[config.mk]
export PLATFORM = sky130hd
export DESIGN_NAME = sqrt_unit_flat
export DESIGN_NICKNAME = d
export VERILOG_FILES = /design/src/rtl/sqrt_unit_if.sv /design/src/rtl/sqrt_unit.sv /design/src/flat_wrapper.sv
export SDC_FILE = /design/constraint.sdc
export NUM_CORES = 1
export LEC_CHECK = 0
export CAP_MARGIN = 15
export CORE_UTILIZATION = 45
export CTS_CLUSTER_SIZE = 24
export DETAILED_ROUTE_END_ITERATION = 7
export PLACE_DENSITY = 0.76
export SETUP_SLACK_MARGIN = 0.5
export SLEW_MARGIN = 15
export SYNTH_ARGS = -nofsm -noshare
export SYNTH_HDL_FRONTEND = slang
export SYNTH_SLANG_ARGS = --single-unit
export TNS_END_PERCENT = 50
[constraint.sdc]
create_clock -name i_clk -period 2 [get_ports i_clk]
set_input_delay 0.2 -clock i_clk [delete_from_list [all_inputs] [get_ports i_clk]]
set_output_delay 0.2 -clock i_clk [all_outputs]
set_load 0.005 [all_outputs]
[src/rtl/sqrt_unit_if.sv]
// sqrt_unit_if: radicand-in / root-out valid-ready bundle.
// slave = square-root unit side, master = producer/consumer side.
interface sqrt_unit_if #(
  parameter int TOTAL_WIDTH    = 16,
  parameter int FRACTION_WIDTH = 0
);
  localparam int RW = (TOTAL_WIDTH + FRACTION_WIDTH) / 2;

  logic                   i_valid;
  logic                   o_ready;
  logic [TOTAL_WIDTH-1:0] i_rad;
  logic                   o_valid;
  logic                   i_ready;
  logic [TOTAL_WIDTH-1:0] o_root;
  logic [RW:0]            o_rem;
  logic                   o_busy;

  modport slave (
    input  i_valid,
    input  i_rad,
    input  i_ready,
    output o_ready,
    output o_valid,
    output o_root,
    output o_rem,
    output o_busy
  );

  modport master (
    output i_valid,
    output i_rad,
    output i_ready,
    input  o_ready,
    input  o_valid,
    input  o_root,
    input  o_rem,
    input  o_busy
  );
endinterface

[src/rtl/sqrt_unit.sv]
// sqrt_unit: iterative restoring square root, STEPS_PER_CYCLE root bits/clk.
// Ports: i_clk, i_rst (async, active high), bus (sqrt_unit_if.slave):
//   i_valid/o_ready/i_rad in, o_valid/i_ready/o_root/o_rem/o_busy out.
// Macro SQRT_UNIT_ROUND_EN: round o_root to nearest (saturating).
module sqrt_unit #(
  parameter int TOTAL_WIDTH     = 16,
  parameter int FRACTION_WIDTH  = 0,
  parameter int STEPS_PER_CYCLE = 1
) (
  input logic         i_clk,
  input logic         i_rst,
  sqrt_unit_if.slave  bus
);
  localparam int RW = (TOTAL_WIDTH + FRACTION_WIDTH) / 2;
  localparam int XW = 2 * RW;
  localparam int N  = RW / STEPS_PER_CYCLE;
  localparam int CW = $clog2(N + 1);

  typedef enum logic [1:0] {
    IDLE,
    CALC,
    DONE
  } state_t;

  state_t        state_q, state_d;
  logic [XW-1:0] x_q, x_d;
  logic [RW-1:0] q_q, q_d;
  logic [RW:0]   r_q, r_d;
  logic [CW-1:0] cnt_q, cnt_d;

  logic          ready;
  logic          accept;

  logic [XW-1:0] xs;
  logic [RW-1:0] qs;
  logic [RW:0]   rs;
  logic [RW+1:0] sh;
  logic [RW+1:0] trial;

  assign ready = (state_q == IDLE) ||
                 ((state_q == DONE) && bus.i_ready);
  assign accept = bus.i_valid && ready;

  // Unrolled restoring steps; the remainder never exceeds 2q, so
  // RW bits of it plus two radicand bits fit the RW+2 accumulator
  // and the trial's top bit is its sign.
  always_comb begin
    xs    = x_q;
    qs    = q_q;
    rs    = r_q;
    sh    = '0;
    trial = '0;
    for (int i = 0; i < STEPS_PER_CYCLE; i++) begin
      sh    = {rs[RW-1:0], xs[XW-1 -: 2]};
      trial = sh - {qs, 2'b01};
      xs    = xs << 2;
      if (trial[RW+1]) begin
        rs = sh[RW:0];
        qs = {qs[RW-2:0], 1'b0};
      end else begin
        rs = trial[RW:0];
        qs = {qs[RW-2:0], 1'b1};
      end
    end
  end

  always_comb begin
    state_d = state_q;
    x_d     = x_q;
    q_d     = q_q;
    r_d     = r_q;
    cnt_d   = cnt_q;
    unique case (state_q)
      IDLE: begin
        if (accept) begin
          state_d = CALC;
          x_d     = XW'(bus.i_rad) << FRACTION_WIDTH;
          q_d     = '0;
          r_d     = '0;
          cnt_d   = CW'(N);
        end
      end
      CALC: begin
        x_d   = xs;
        q_d   = qs;
        r_d   = rs;
        cnt_d = cnt_q - 1'b1;
        if (cnt_q == CW'(1)) begin
          state_d = DONE;
        end
      end
      DONE: begin
        if (accept) begin
          state_d = CALC;
          x_d     = XW'(bus.i_rad) << FRACTION_WIDTH;
          q_d     = '0;
          r_d     = '0;
          cnt_d   = CW'(N);
        end else if (bus.i_ready) begin
          state_d = IDLE;
        end
      end
      default: begin
        state_d = IDLE;
      end
    endcase
  end

  always_ff @(posedge i_clk or posedge i_rst) begin
    if (i_rst) begin
      state_q <= IDLE;
      x_q     <= '0;
      q_q     <= '0;
      r_q     <= '0;
      cnt_q   <= '0;
    end else begin
      state_q <= state_d;
      x_q     <= x_d;
      q_q     <= q_d;
      r_q     <= r_d;
      cnt_q   <= cnt_d;
    end
  end

  logic [RW-1:0] q_out;

`ifdef SQRT_UNIT_ROUND_EN
  // Round up when the remainder passes q (fraction >= .5);
  // an all-ones root has nowhere to go and stays put.
  always_comb begin
    q_out = q_q;
    if ((r_q > {1'b0, q_q}) && !(&q_q)) begin
      q_out = q_q + 1'b1;
    end
  end
`else
  assign q_out = q_q;
`endif

  assign bus.o_ready = ready;
  assign bus.o_valid = (state_q == DONE);
  assign bus.o_busy  = (state_q == CALC);
  assign bus.o_root  = TOTAL_WIDTH'(q_out);
  assign bus.o_rem   = r_q;

endmodule
[src/flat_wrapper.sv]
// flat-port wrapper written by rule: the top's interface ports become plain ports
module sqrt_unit_flat 
#(
  parameter int TOTAL_WIDTH     = 16,
  parameter int FRACTION_WIDTH  = 0,
  parameter int STEPS_PER_CYCLE = 1
)
  (i_clk, i_rst, bus_i_valid, bus_i_rad, bus_i_ready, bus_o_ready, bus_o_valid, bus_o_root, bus_o_rem, bus_o_busy);
  sqrt_unit_if #(.TOTAL_WIDTH(TOTAL_WIDTH), .FRACTION_WIDTH(FRACTION_WIDTH)) bus_i ();
  input logic i_clk;
  input logic i_rst;
  input wire logic [$bits(bus_i.i_valid)-1:0] bus_i_valid;
  input wire logic [$bits(bus_i.i_rad)-1:0] bus_i_rad;
  input wire logic [$bits(bus_i.i_ready)-1:0] bus_i_ready;
  output wire logic [$bits(bus_i.o_ready)-1:0] bus_o_ready;
  output wire logic [$bits(bus_i.o_valid)-1:0] bus_o_valid;
  output wire logic [$bits(bus_i.o_root)-1:0] bus_o_root;
  output wire logic [$bits(bus_i.o_rem)-1:0] bus_o_rem;
  output wire logic [$bits(bus_i.o_busy)-1:0] bus_o_busy;
  assign bus_i.i_valid = bus_i_valid;
  assign bus_i.i_rad = bus_i_rad;
  assign bus_i.i_ready = bus_i_ready;
  assign bus_o_ready = bus_i.o_ready;
  assign bus_o_valid = bus_i.o_valid;
  assign bus_o_root = bus_i.o_root;
  assign bus_o_rem = bus_i.o_rem;
  assign bus_o_busy = bus_i.o_busy;
  sqrt_unit #(.TOTAL_WIDTH(TOTAL_WIDTH), .FRACTION_WIDTH(FRACTION_WIDTH), .STEPS_PER_CYCLE(STEPS_PER_CYCLE)) u_core (.i_clk(i_clk), .i_rst(i_rst), .bus(bus_i));
endmodule
Word-level counts from Yosys, hierarchy flattened. Index checks and enable logic that the tools add are counted.

Register bits: 39. Word-level logic and storage cells: 37. Input port bits: 20. Latch bits: 0. ROM bits: 0. Memories: 0. RAM bits: 0.

Bitwise operators: 0. $add $sub $neg: 2. Magnitude comparators: 0. Reductions and logical operators: 8. Shift operators: 0. Multiplexer cells: 15. Div/mod/pow operators: 0. Eq/ne operators: 7. $mul: 0.

Operators by type and width (count): case mux 16 bit (2 select lines) (1); two-way mux 9 bit (2); case mux 9 bit (2 select lines) (1); two-way mux 16 bit (1); case mux 8 bit (2 select lines) (1); subtractor 10 bit (1); two-way mux 2 bit (4); two-way mux 8 bit (1); case mux 4 bit (2 select lines) (1); inequality test 2 x 1 -> 1 bit (second input constant) (3); case mux 2 bit (3 select lines) (1); equality test 4 x 1 -> 1 bit (second input constant) (1); two-way mux 4 bit (1); subtractor 4 x 1 -> 4 bit (second input constant) (1); inequality test 3 x 2 -> 1 bit (second input constant) (1); AND reduction 3 bit (1); equality test 2 x 1 -> 1 bit (second input constant) (1); equality test 2 bit (second input constant) (1); logical AND 1 bit (2); zero test 2 bit (1); AND reduction 2 bit (1); nonzero test 2 bit (1); OR reduction 2 bit (1); logical OR 1 bit (1); two-way mux 1 bit (1).

Longest topological paths before layout. Gate-level depths: netlist of run 1.

Word-level depth: 6. Mapped depth: 9. Mapped depth without buffers: 8.

Least setup slack after synthesis of run 1. Ideal clock, no wire load.

Path kind: register to register. Start point: reg u_core.r_q[0] (netlist: u_core.bus.o_rem[0]). End point: reg u_core.r_q[8] (netlist: u_core.bus.o_rem[8]). Clock period less this slack: 2061 ps. Data arrival time: 1928 ps. Setup time: 133 ps. Path slack: -61 ps. Stages on the path, launching flop included: 9. Required time: 1867 ps. Path buffers: 1. Cells stage by stage: dfrtp_1 -> ha_1 -> or3_1 -> o22ai_2 -> o221a_4 -> xnor2_4 -> buf_6 -> a32oi_1 -> o31ai_1.

Longest elaborated chain between the ends: 3.

RTL lines: start, declared (line sqrt_unit.sv:28) `logic [RW:0] r_q, r_d;`; start signal, assigned (line sqrt_unit.sv:120) `r_q <= r_d;`; subtractor 10 bit (line sqrt_unit.sv:55) `trial = sh - {qs, 2'b01};`; two-way mux 9 bit (line sqrt_unit.sv:57) `if (trial[RW+1]) begin`; case mux 9 bit (2 select lines) (line sqrt_unit.sv:73) `unique case (state_q)`.

No other way between the ends. A chain may end at the register's enable or synchronous reset.

Final worst setup path of run 1.
Start point: reg u_core.q_q[1] (netlist: u_core.q_out[1]). End point: reg u_core.r_q[5] (netlist: u_core.bus.o_rem[5]).

Longest elaborated chain between the ends: 3.

RTL lines: start, declared (line sqrt_unit.sv:27) `logic [RW-1:0] q_q, q_d;`; start signal, assigned (line sqrt_unit.sv:119) `q_q <= q_d;`; subtractor 10 bit (line sqrt_unit.sv:55); two-way mux 9 bit (line sqrt_unit.sv:57); case mux 9 bit (2 select lines) (line sqrt_unit.sv:73).

No other way between the ends.

==> impl_metrics.tcl, run 1 <==
set metrics [dict create \
    crit_arrival_ns 2.23 \
    drive_gt1_frac 0.234 \
    violations "design-rule violations, negative setup slack" \
    worst_setup_path_start_kind "flip-flop" \
    hp-class "input pin to asynchronous set/reset pin" \
    grt_antenna_before_repair 0 \
    drc 8 \
    post_drt_wl_per_cell_um 15.5 \
    dp.cells 321 \
    place_ws_ns -0.132 \
    synth.distinct_cells 36 \
    grt_usage 0.220 \
    yosysTopAreaCell "dfrtp_1" \
    synth_seq_cells 39 \
    wirelength_um 5320 \
    via_count 1867 \
    p_leak_nw 1.48 \
    portBuffers 39 \
    ir_drop_mv 0.912 \
    antenna_cells 0 \
    outcome "complete, but fails checks" \
    reg2reg_slack_ns -0.07 \
    hold_slack_ns 0.332 \
    antenna_left 0 \
    grt_pass1_vias 1816 \
    die_w_um 70.7 \
    ys_top_cells_by_count "39 x dfrtp_1, 28 x nand2_1, 24 x o21ai_0, 17 x inv_1, 15 x mux2i_1" \
    dp_hpwl_um 3400 \
    post-route-period-util 1.03 \
    place_area_um2 2710 \
    area_delta_synth_final_pct 45.1 \
    first_pass_iters 7 \
    core_um2 4440 \
    r2r_cells 8 \
    fin_ws_ns -0.0668 \
    place.gp.congestion 0.885 \
    grt.overflow.total 0 \
    syn_area_um2 2120 \
    r2r-start "u_core.q_out[1]" \
    yosysSeqAreaShare 0.459 \
    ys_warn_count 0 \
    async_flop_share 1.00 \
    cts_hold_buffers 0 \
    die_y_um 70.7 \
    synth.avg_cell_area_um2 9.84 \
    tightest_slew_ns 1.02 \
    clock-root-buffer "clkbuf_8" \
    fin_util 0.694 \
    max_freq_mhz 484 \
    initial_core_util 0.478 \
    slew_violations 0 \
    fin_nets 320 \
    final_cells 342 \
    synth_ff_type "dfrtp_1" \
    yosysMostFrequentCell "dfrtp_1" \
    cts-buffers-inserted 5 \
    critical_path_required_ns 2.17 \
    grt_setup_unrepaired "true" \
    cp-endpoint "u_core.bus.o_rem[5]" \
    floorplan.rows 24 \
    post-route-min-period_ns 2.07 \
    cp-end-kind "flip-flop" \
    p_per_area_nw_per_um2 2130 \
    netlist_instances 216 \
    routed_via_density 5.46 \
    netlist.area_leader.share 0.459 \
    critPathKind "flip-flop to flip-flop" \
    crit_start "u_core.q_out[1]" \
    slew_headroom 0.316 \
    hold_violations 0 \
    dieArea_um2 5000 \
    htreeDepth 2 \
    rr_endpoint "u_core.bus.o_rem[5]" \
    drv_cap 0 \
    fin_worst_skew_ns 0.00529 \
    cts.path.max_buffers 2 \
    cts.sinks 39 \
    worstSkewPairLatency_ns 0.29 \
    synthTopCellsByArea "dfrtp_1 46%, mux2i_1 7.1%, ha_1 5.9%" \
    path_max_fanout 5 \
    final_cell_area_um2 3080 \
    grt_pass1_wl_um 8410 \
    fillCellCount 348 \
    setup_viol 5 \
    clk_pin_slew_ns 0.07 \
    cts_tree "done" \
    synth_edf_count 0 \
    first_iter_violations 105 \
    io-pin-count 48 \
    grt_max_degree 40 \
]
-- logic make-up (layout without fill, tap and decap cells) --
group	count (synthesis)	after routing	synth area share
compound gates	58	58	0.180
simple gates	48	48	0.0989
flops	39	39	0.459
buf+inv	35	100	0.0801
mux	15	15	0.0707
fa+ha+maj	10	10	0.0589
xor+xnor	10	12	0.0501
other cells	1	8	0.00177
-- placed cells by master, fill, tap and decap left out, types with 3 or more instances in the layout --
master	count
nor2_1	4
conb_1	8
buf_4	33
o311ai_2	3
buf_6	5
ha_4	4
dlygate4sd2_1	3
xnor2_1	6
nand3_1	8
dlymetal6s2s_1	6
o22ai_1	7
o21ai_0	21
a21oi_1	4
ha_1	6
clkdlybuf4s50_1	28
mux2i_1	15
a21o_1	3
inv_1	13
xor2_1	3
inv_2	4
nand2_1	28
dfrtp_1	38
clkbuf_8	5
-- area by class of cell --
type / count / area, um^2 / area share
repair buffers: 76 / 706 / 0.229
well taps: 52 / 65.1 / 0.0211
multi-input cells: 151 / 1170 / 0.379
clock inverters: 1 / 30.0 / 0.00974
inverters: 17 / 63.8 / 0.0207
flip-flops and latches: 39 / 977 / 0.317
clock buffers: 6 / 72.6 / 0.0235
-- critical path, cell delays in order (launching register included) --
cell and delay, ns:
dfrtp_1 0.38, inv_2 0.07, ha_4 0.17, or3_4 0.38, o22ai_4 0.14, o221a_4 0.31, xnor2_4 0.18, mux2i_1 0.25
o21ai_1 0.08
-- stage by stage --
| stage | setup TNS, ns | total power [mW] |
|---|---|---|
| 2_1_floorplan | 0 | 3.65 |
| 3_3_place_gp | -0.0197 | 4.66 |
| 3_5_place_dp | -0.518 | 4.79 |
| 4_1_cts | -0.0204 | 6.23 |
| 5_1_grt | -0.629 | 7.00 |
| 6_report | -0.165 | 6.56 |
-- power breakdown --
part           leakage (nW)  switching (mW)  internal [mW]
clock                0.0513           0.267          0.366
combinational         0.935            2.17           2.31
sequential            0.490           0.274           1.18
total                  1.48            2.71           3.85
-- routing by layer --
metal	routed length, um	vias to the layer above	share of wire	global-route usage
li1	-	887	-	-
met3	273	14	0.051	0.0584
met1	2230	887	0.42	0.266
met2	2650	79	0.50	0.374
met5	0	-	0	0
met4	161	0	0.030	0.0911
-- state kept, by name (all words and copies together), names as in the netlist --
name / flops
u_core.state_q: 2
u_core.bus.o_rem: 9
u_core.cnt_q: 4
u_core.x_q: 16
u_core.q_out: 8
-- worst min path at each step --
stage	startpoint	end	slack, ns	depth (start not counted)
after floorplan	bus_i_rad[0]	u_core.x_q[0]	0.33	1
after global placement	u_core.x_q[11]	u_core.x_q[11]	0.46	2
after global routing	i_rst	u_core.x_q[10]	0.39	3
after detailed placement	u_core.x_q[11]	u_core.x_q[11]	0.47	2
after CTS	i_rst	u_core.x_q[5]	0.35	3
final	i_rst	u_core.x_q[8]	0.33	3
-- what timing repair did --
item,in CTS,in global routing
buffers inserted,6,6
gates cloned,2,0
endpoints found under the setup margin,13,34
gates resized for setup,24,18
pin swaps,15,5
endpoints found under the hold margin,0,0
Note: power is estimated with default switching activity, not from simulation.
==> inputs of run 2 (changes only) <==
--- a/config.mk
+++ b/config.mk
@@ -7,6 +7,7 @@
 export LEC_CHECK = 0
 export CAP_MARGIN = 15
 export CORE_UTILIZATION = 45
+export CTS_CLUSTER_DIAMETER = 30
 export CTS_CLUSTER_SIZE = 24
 export DETAILED_ROUTE_END_ITERATION = 7
 export PLACE_DENSITY = 0.76
==> results of run 2 <==
Same layout as run 1: the final DEF is identical, and so are final timing and power.
==> inputs of run 3 (changes only) <==
==> constraint.sdc (replaced) <==
create_clock -name i_clk -period 1.68 [get_ports i_clk]
set_input_delay 0.168 -clock i_clk [delete_from_list [all_inputs] [get_ports i_clk]]
set_output_delay 0.168 -clock i_clk [all_outputs]
set_load 0.005 [all_outputs]
==> run 3 against run 2 <==
Against the previous run: the run still ends with design-rule violations, negative setup slack left; largest cell class unchanged; critical path type unchanged; largest power group unchanged; flip-flop and latch count stayed put; utilization is 15 points higher; clock skew increased by 0.0018 ns; first-iteration DRC count up 59%; worst setup slack worse by 0.41 ns; register-to-register slack got worse by 0.41 ns.
==> impl_metrics.tcl, run 3 (same netlist as run 1, synthesis figures left out) <==
set metrics [dict create \
    outcome "complete, but fails checks" \
    violations "design-rule violations, negative setup slack" \
    dieArea_um2 5000 \
    multi_input_area_um2 1410 \
    r2r_cells 8 \
    htreeDepth 2 \
    hold_violations 0 \
    first_iter_violations 167 \
    drive_gt1_frac 0.474 \
    post-route-period-util 1.29 \
    regArea_um2 977 \
    worst_setup_path_start_kind "flip-flop" \
    path_max_fanout 5 \
    grt_pass1_wl_um 9920 \
    clock-root-buffer "clkbuf_8" \
    post_drt_wl_per_cell_um 21.0 \
    r2r-start "u_core.q_out[1]" \
    critPathKind "flip-flop to flip-flop" \
    setup_viol 10 \
    p_leak_nw 1.83 \
    hp-class "input pin to asynchronous set/reset pin" \
    first_pass_iters 6 \
    fin_util 0.846 \
    layout_common_cells "41 x buf_4, 38 x dfrtp_1, 29 x buf_6" \
    fin_ws_ns -0.480 \
    clk_pin_slew_ns 0.08 \
    crit_arrival_ns 2.34 \
    io-pin-count 48 \
    max_freq_mhz 463 \
    drv_cap 0 \
    slew_violations 0 \
    worstSkewPairLatency_ns 0.30 \
    core_um2 4440 \
    die_w_um 70.7 \
    largest_reg_flops 16 \
    cp-end-kind "flip-flop" \
    antenna_cells 0 \
    cts-buffers-inserted 5 \
    grt.overflow.total 0 \
    post-route-min-period_ns 2.16 \
    grt_antenna_before_repair 0 \
    cts_tree "done" \
    via_count 2202 \
    place_area_um2 2830 \
    final_cell_area_um2 3760 \
    slew_headroom 0.489 \
    place.gp.congestion 0.877 \
    fillCellCount 236 \
    critical_path_required_ns 1.86 \
    grt_usage 0.260 \
    largest-register "u_core.x_q" \
    grt_max_degree 40 \
    cts.sinks 39 \
    grt_setup_unrepaired "true" \
    floorplan.rows 24 \
    tightest_slew_ns 0.763 \
    fin_nets 356 \
    ir_drop_mv 1.58 \
    antenna_left 0 \
    dp_hpwl_um 3480 \
    die_y_um 70.7 \
    drc 6 \
    fin_worst_skew_ns 0.00704 \
    routed_via_density 5.81 \
    cts.path.max_buffers 2 \
    area_delta_synth_final_pct 76.9 \
    initial_core_util 0.478 \
    cts_hold_buffers 0 \
    p_per_area_nw_per_um2 2640 \
    crit_start "u_core.q_out[1]" \
    wirelength_um 7970 \
    grt_pass1_vias 2108 \
    mostFrequentLayoutCell "buf_4" \
    portBuffers 39 \
]
run 3: changes by cell type in the layout (fill, tap and decap cells not counted), sizes merged:
cell,before,now
buf,39,83
clkdlybuf4s50,28,20
clkdlybuf4s15,0,2
dlymetal6s2s,6,1
clkbuf,6,11
bufinv,1,0
run 3: critical path, stage by stage, from the launching register on:
cell,delay (ns)
dfrtp_1,0.38
inv_2,0.08
ha_4,0.17
or3_4,0.38
o22ai_4,0.15
o221a_4,0.30
xnor2_4,0.13
xnor2_1,0.31
o21ai_1,0.13
run 3: metrics by stage:
step                      setup TNS (ns)  std cells  hold slack (ns)  total power, mW  worst slack [ns]
after global placement             -2.34        337            0.463             5.86            -0.280
after global routing               -4.52        379            0.387             10.4            -0.536
after floorplan                    -2.57        223            0.301             4.37            -0.318
after detailed placement           -3.14        337            0.470             6.03            -0.370
after CTS                          -2.66        365            0.310             8.42            -0.318
final                              -3.74        379            0.307             9.92            -0.480
run 3: layer usage:
| metal | up-vias | track usage | part of all wire |
|---|---|---|---|
| met5 | - | 0 | 0 |
| met4 | 0 | 0.0978 | 0.044 |
| met3 | 36 | 0.0499 | 0.043 |
| met2 | 87 | 0.470 | 0.55 |
| met1 | 1117 | 0.307 | 0.37 |
| li1 | 962 | - | - |
run 3: repair_timing:
item	4_1_cts	5_1_grt
gates resized for setup	155	44
setup buffers	15	12
gates cloned	5	2
pin swaps	43	14
endpoints found under the setup margin	57	50
run 3: path summary, 6_finish.rpt:
kind / end / slack, ns
min in group i_clk: u_core.x_q[1] / 0.47
min reg2reg: u_core.bus.o_rem[8] / 0.51
max reg2reg: u_core.bus.o_rem[0] / -0.48
max: u_core.bus.o_rem[0] / -0.48
min: u_core.x_q[5] / 0.31
max in group asynchronous: u_core.state_q[0] / 0.99
run 3: power by group:
group          switching, mW  internal (mW)  total (mW)  leakage, nW
sequential             0.472           1.40        1.87        0.490
clock                  0.344          0.375       0.719       0.0515
combinational           3.45           3.87        7.32         1.29
run 3: area by class of cell:
| class | instances | area share |
|---|---|---|
| Sequential cell | 39 | 0.260 |
| Clock buffer | 8 | 0.0266 |
| Multi-Input combinational cell | 151 | 0.374 |
| Inverter | 17 | 0.0176 |
| Timing Repair Buffer | 112 | 0.304 |
| Tap cell | 52 | 0.0173 |
==> variant 1: new RTL, settings of run 1 <==
`TOTAL_WIDTH` is set to 16 in 3 places; all go to 64.
--- a/src/rtl/sqrt_unit_if.sv
+++ b/src/rtl/sqrt_unit_if.sv
@@ -1,7 +1,7 @@
 // sqrt_unit_if: radicand-in / root-out valid-ready bundle.
 // slave = square-root unit side, master = producer/consumer side.
 interface sqrt_unit_if #(
-  parameter int TOTAL_WIDTH    = 16,
+  parameter int TOTAL_WIDTH    = 64,
   parameter int FRACTION_WIDTH = 0
 );
   localparam int RW = (TOTAL_WIDTH + FRACTION_WIDTH) / 2;
--- a/src/rtl/sqrt_unit.sv
+++ b/src/rtl/sqrt_unit.sv
@@ -3,7 +3,7 @@
 //   i_valid/o_ready/i_rad in, o_valid/i_ready/o_root/o_rem/o_busy out.
 // Macro SQRT_UNIT_ROUND_EN: round o_root to nearest (saturating).
 module sqrt_unit #(
-  parameter int TOTAL_WIDTH     = 16,
+  parameter int TOTAL_WIDTH     = 64,
   parameter int FRACTION_WIDTH  = 0,
   parameter int STEPS_PER_CYCLE = 1
 ) (
--- a/src/flat_wrapper.sv
+++ b/src/flat_wrapper.sv
@@ -1,7 +1,7 @@
 // flat-port wrapper written by rule: the top's interface ports become plain ports
 module sqrt_unit_flat 
 #(
-  parameter int TOTAL_WIDTH     = 16,
+  parameter int TOTAL_WIDTH     = 64,
   parameter int FRACTION_WIDTH  = 0,
   parameter int STEPS_PER_CYCLE = 1
 )
Ports: changed (resized bus_i_rad, bus_o_rem and bus_o_root); port bits go from 48 to 168. The function was not compared with the original's and may differ.
==> variant 1 against run 1 <==
- the run ends with setup timing left
- cell area grew to 4.0 times the old value
- first-iteration DRC count grew to 5.5 times the old value
- critical endpoint is now u_core.bus.o_rem[30]
- sequential cell count grew 98
- area after synthesis grew to 3.7 times the old value
- core utilization grew 2.7 points
- critical path depth grew 4
- setup slack lost 0.72 ns
- wire length grew to 4.8 times the old value
Power is not shown: default switching activity piles up to over one toggle a cycle in this logic, so the estimate is an artifact.
==> variant 1: results (changes against run 1) <==
final wirelength: 25700 microns (was 5320 microns)
Synth Area in Compound Gates: 0.184 (was 0.180)
FF-to-FF End: u_core.bus.o_rem[30] (was u_core.bus.o_rem[5])
Worst R2R Start: u_core.bus.o_rem[2] (was u_core.q_out[1])
vias in the first global route: 7581 (was 1816)
PortBufs: 135 (was 39)
Hold WS: 0.135 ns (was 0.332 ns)
GR Layer Usage met2: 0.439 (was 0.374)
CTS root buffer: clkbuf_16 (was clkbuf_8)
final worst clock skew: 0.00659 ns (was 0.00529 ns)
list of most frequent post-synthesis cells: nand2_1, dfrtp_1, o21ai_0 (was dfrtp_1, nand2_1, o21ai_0)
met3 usage: 0.0649 (was 0.0584)
Largest register FFs: 64 (was 16)
CP max FO: 10 (was 5)
Worst Path Arrival: 3.07 ns (was 2.23 ns)
via count: 7955 (was 1867)
post-synthesis mux area share: 0.0480 (was 0.0707)
R2R depth: 12 (was 8)
largest cells by area after synthesis: dfrtp_1, nand2_1, ha_1, a22oi_1, mux2i_1 (was dfrtp_1, mux2i_1, ha_1, o21ai_0, nand2_1)
status: finished, violations left (unchanged)
fin nets: 1316 (was 320)
CTS H-tree lvls: 4 (was 2)
Synth Area in Adders: 0.0537 (was 0.0589)
met1 Track Usage GR: 0.313 (was 0.266)
slowest stage delay, CP: 0.44 ns (was 0.38 ns)
Yosys cell types: 52 (was 36)
drt initial violations: 574 (was 105)
failing checks: setup timing (was DRC, setup timing)
setup TNS: -25.25 ns (was -0.165 ns)
Synth Area in XOR/XNOR: 0.0422 (was 0.0501)
clk buf depth: 2 (unchanged)
post-DP HPWL: 14800 microns (was 3400 microns)
global-route wire length before repair: 36600 microns (was 8410 microns)
Worst-Margin Slew: 0.581 ns (was 1.02 ns)
proportion of layout cells with a drive suffix above 1: 0.306 (was 0.234)
Final Setup Violations: 34 (was 5)
Cell Area, Placed: 0.0107 sq mm (was 0.00271 sq mm)
GP Congestion: 0.901 (was 0.885)
cts bufs inserted: 17 (was 5)
latest clock arrival within the worst-skew pair: 0.42 ns (was 0.29 ns)
register area share after synthesis: 0.433 (was 0.459)
worst setup margin: -0.787 ns (was -0.0668 ns)
Total GRT Usage: 0.253 (was 0.220)
## variant 1: cell types whose count changed after synthesis, sizes merged, moves of 31 or more
cell,before,now
clkbuf,7,46
inv,17,48
a22oi,0,52
nand2,28,173
dfrtp,39,137
a21oi,5,40
buf,11,43
o21ai,24,90
nand3,8,52
## variant 1: how the worst max path moves through the flow
stage,end,slack (ns),startpoint,cells after the start
4_1_cts,u_core.bus.o_rem[8],-0.68,u_core.bus.o_rem[2],12
3_3_place_gp,u_core.bus.o_rem[31],-0.72,u_core.q_out[0],11
6_report,u_core.bus.o_rem[30],-0.79,u_core.bus.o_rem[2],12
2_1_floorplan,u_core.bus.o_rem[31],-0.63,u_core.bus.o_rem[2],11
5_1_grt,u_core.bus.o_rem[30],-0.91,u_core.q_out[3],13
3_5_place_dp,u_core.bus.o_rem[26],-0.77,u_core.q_out[10],12
## variant 1: final cells by class
class / count / area, sq um
fillers: 1208 / 4810
clock inverters: 14 / 149
well taps: 225 / 282
multi-input cells: 657 / 4570
flip-flops and latches: 137 / 3430
clock buffers: 17 / 425
inverters: 48 / 191
repair buffers: 353 / 3380
## variant 1: timing repair
action	4_1_cts	5_1_grt
buffers inserted	18	13
pin swaps	14	51
setup endpoints to repair	102	136
gates resized for setup	133	142
gates cloned	1	11
## variant 1: per-stage QoR
stage | utilization | std cells | setup WS [ns]
detailed placement | 0.619 | 1377 | -0.767
global placement | 0.619 | 1377 | -0.716
CTS | 0.672 | 1427 | -0.685
finish | 0.721 | 1451 | -0.787
floorplan | - | 931 | -0.635
global route | 0.721 | 1451 | -0.905
## variant 1: routing by layer
layer | part of all wire | routed length, microns
met5 | 0 | 0
met1 | 0.40 | 10300
met4 | 0.021 | 548
met3 | 0.068 | 1740
met2 | 0.51 | 13100
==> variant 2: new RTL, settings of run 1 <==
Made on the original files. Take the reset off `r_q` and load it in a clocked block of its own.
--- a/src/rtl/sqrt_unit.sv
+++ b/src/rtl/sqrt_unit.sv
@@ -111,15 +111,17 @@
       state_q <= IDLE;
       x_q     <= '0;
       q_q     <= '0;
-      r_q     <= '0;
       cnt_q   <= '0;
     end else begin
       state_q <= state_d;
       x_q     <= x_d;
       q_q     <= q_d;
-      r_q     <= r_d;
       cnt_q   <= cnt_d;
     end
+  end
+
+  always_ff @(posedge i_clk) begin
+    r_q <= r_d;
   end
 
   logic [RW-1:0] q_out;
Behaviour: differs if i_rst is asserted again (counterexample within 4 cycles, from zero or initial values and one cycle with i_rst high); with i_rst held inactive, the same outputs for 10 cycles.
==> variant 2 against run 1 <==
- area after synthesis rose by 8.6%
- sequential cell count did not move
- power rose by 5.7%
- largest cell class unchanged
- wire length rose by 9.0%
- synthesized cell count rose by 8.3%
- sequential share of layout area barely moved
- cell area rose by 5.0%
- critical endpoint is now u_core.bus.o_rem[1]
- setup slack improved by 0.074 ns
- first-iteration DRC count rose by 13%
- final cell count rose by 7.6%
==> variant 2: results (changes against run 1) <==
status: completed (was finished, violations left)
vias in the first global route: 1958 (was 1816)
R2R depth: 8 (unchanged)
normalized max-slew margin: 0.656 (was 0.316)
largest net degree at the start of global routing: 31 (was 40)
reg-to-reg slack, setup: 0.007 ns (was -0.07 ns)
CP max-delay cell: dfrtp_1 (unchanged)
cts bufs inserted: 5 (unchanged)
PortBufs: 39 (unchanged)
global-route wire length before repair: 9340 microns (was 8410 microns)
Yosys cell types: 48 (was 36)
Cell Area, Placed: 0.00291 sq mm (was 0.00271 sq mm)
register area share after synthesis: 0.443 (was 0.459)
Crit. Startpoint: u_core.q_out[0] (was u_core.q_out[1])
max-cap viol count: 0 (unchanged)
Fill cells: 386 (was 348)
CP max FO: 4 (was 5)
Total GRT Usage: 0.234 (was 0.220)
worst setup margin: 0.00710 ns (was -0.0668 ns)
Core Util, Final: 0.672 (was 0.694)
via/cell ratio: 5.41 (was 5.46)
Syn Area/Cell: 9.86 sq um (was 9.84 sq um)
Worst Path Arrival: 2.12 ns (was 2.23 ns)
list of most frequent post-synthesis cells: nand2_1, dfrtp_1, o21ai_0 (was dfrtp_1, nand2_1, o21ai_0)
proportion of layout cells with a drive suffix above 1: 0.256 (was 0.234)
Routed wire per std cell: 15.7 microns (was 15.5 microns)
antenna violations before repair: 0 (unchanged)
yosys warns: 0 (unchanged)
Post-synth EDFFs: 9 (was 0)
maximum VDD drop: 0.939 mV (was 0.912 mV)
Lkg Pwr: 0.00145 uW (was 0.00148 uW)
CTS root buffer: clkbuf_8 (unchanged)
# placed instances: 341 (was 321)
First-pass DRT Iterations: 4 (was 7)
latest clock arrival within the worst-skew pair: 0.30 ns
fin cells: 368 (was 342)
GP Congestion: 0.873 (was 0.885)
drt initial violations: 119 (was 105)
slowest stage delay, CP: 0.40 ns (was 0.38 ns)
largest register by flop count: u_core.x_q (unchanged)
asr flop ratio synth: 0.769 (was 1.00)
Post-Place Setup Slack: -0.0547 ns (was -0.132 ns)
clock transition at the registers of the reported paths: 0.08 ns
largest cells by area after synthesis: dfrtp_1, edfxtp_1, mux2i_1, nand2_1, ha_1 (was dfrtp_1, mux2i_1, ha_1, o21ai_0, nand2_1)
final worst clock skew: 0.00665 ns (was 0.00529 ns)
Hold WS: 0.270 ns (was 0.332 ns)
FF-to-FF End: u_core.bus.o_rem[1] (was u_core.bus.o_rem[5])
fin nets: 330 (was 320)
post-DP HPWL: 3870 microns (was 3400 microns)
clk buf depth: 2 (unchanged)
CTS H-tree lvls: 2 (unchanged)
prevailing post-synth register cell: dfrtp_1 (unchanged)
variant 2: cell count changes after synthesis, moves of 3 or more:
cell,delta
nand2_1,+7
o311ai_0,-4
nor2_1,+5
edfxtp_1,+9
dfrtp_1,-9
o31ai_1,-3
nor3_1,+6
variant 2: tightest hold or removal path, cell delays in order:
cell and delay (ns):
clkdlybuf4s50_1 0.39, inv_1 0.05, buf_4 0.35
variant 2: layout make-up:
cell class,instances,share of cell area
sequential,39,0.317
clock buffer,8,0.0313
tap,67,0.0259
multi-input combinational,171,0.410
inverter,15,0.0182
timing repair buffer,68,0.198
variant 2: cell families (layout without fill, tap and decap cells):
| kind of cell | count (synthesis) | count (layout) | synth area share |
|---|---|---|---|
| AND/OR/NAND/NOR | 67 | 67 | 0.139 |
| adder cells (fa/ha/maj) | 10 | 10 | 0.0542 |
| multiplexers | 14 | 14 | 0.0607 |
| AO/OA/AOI/OAI | 66 | 66 | 0.212 |
| other | 1 | 8 | 0.00163 |
| flip-flops | 39 | 39 | 0.443 |
| XOR/XNOR | 6 | 6 | 0.0260 |
| buffers and inverters | 31 | 91 | 0.0640 |
variant 2: what timing repair did:
item | in CTS | in global routing
pin swaps | 6 | 0
buffers inserted | 17 | 2
resized for setup | 14 | 18
hold buffers | 0 | 0
endpoints found under the setup margin | 42 | 43
variant 2: routing by layer:
metal,track usage,wire length [microns]
met1,0.289,2360
met5,0,0
met4,0.0962,108
met3,0.0384,279
met2,0.407,3050
variant 2: power breakdown:
group          internal (uW)  total [uW]  switching [uW]
Combinational           2330        4700            2380
Clock                    323         618             294
Sequential              1300        1610             318
Total                   3950        6940            2990
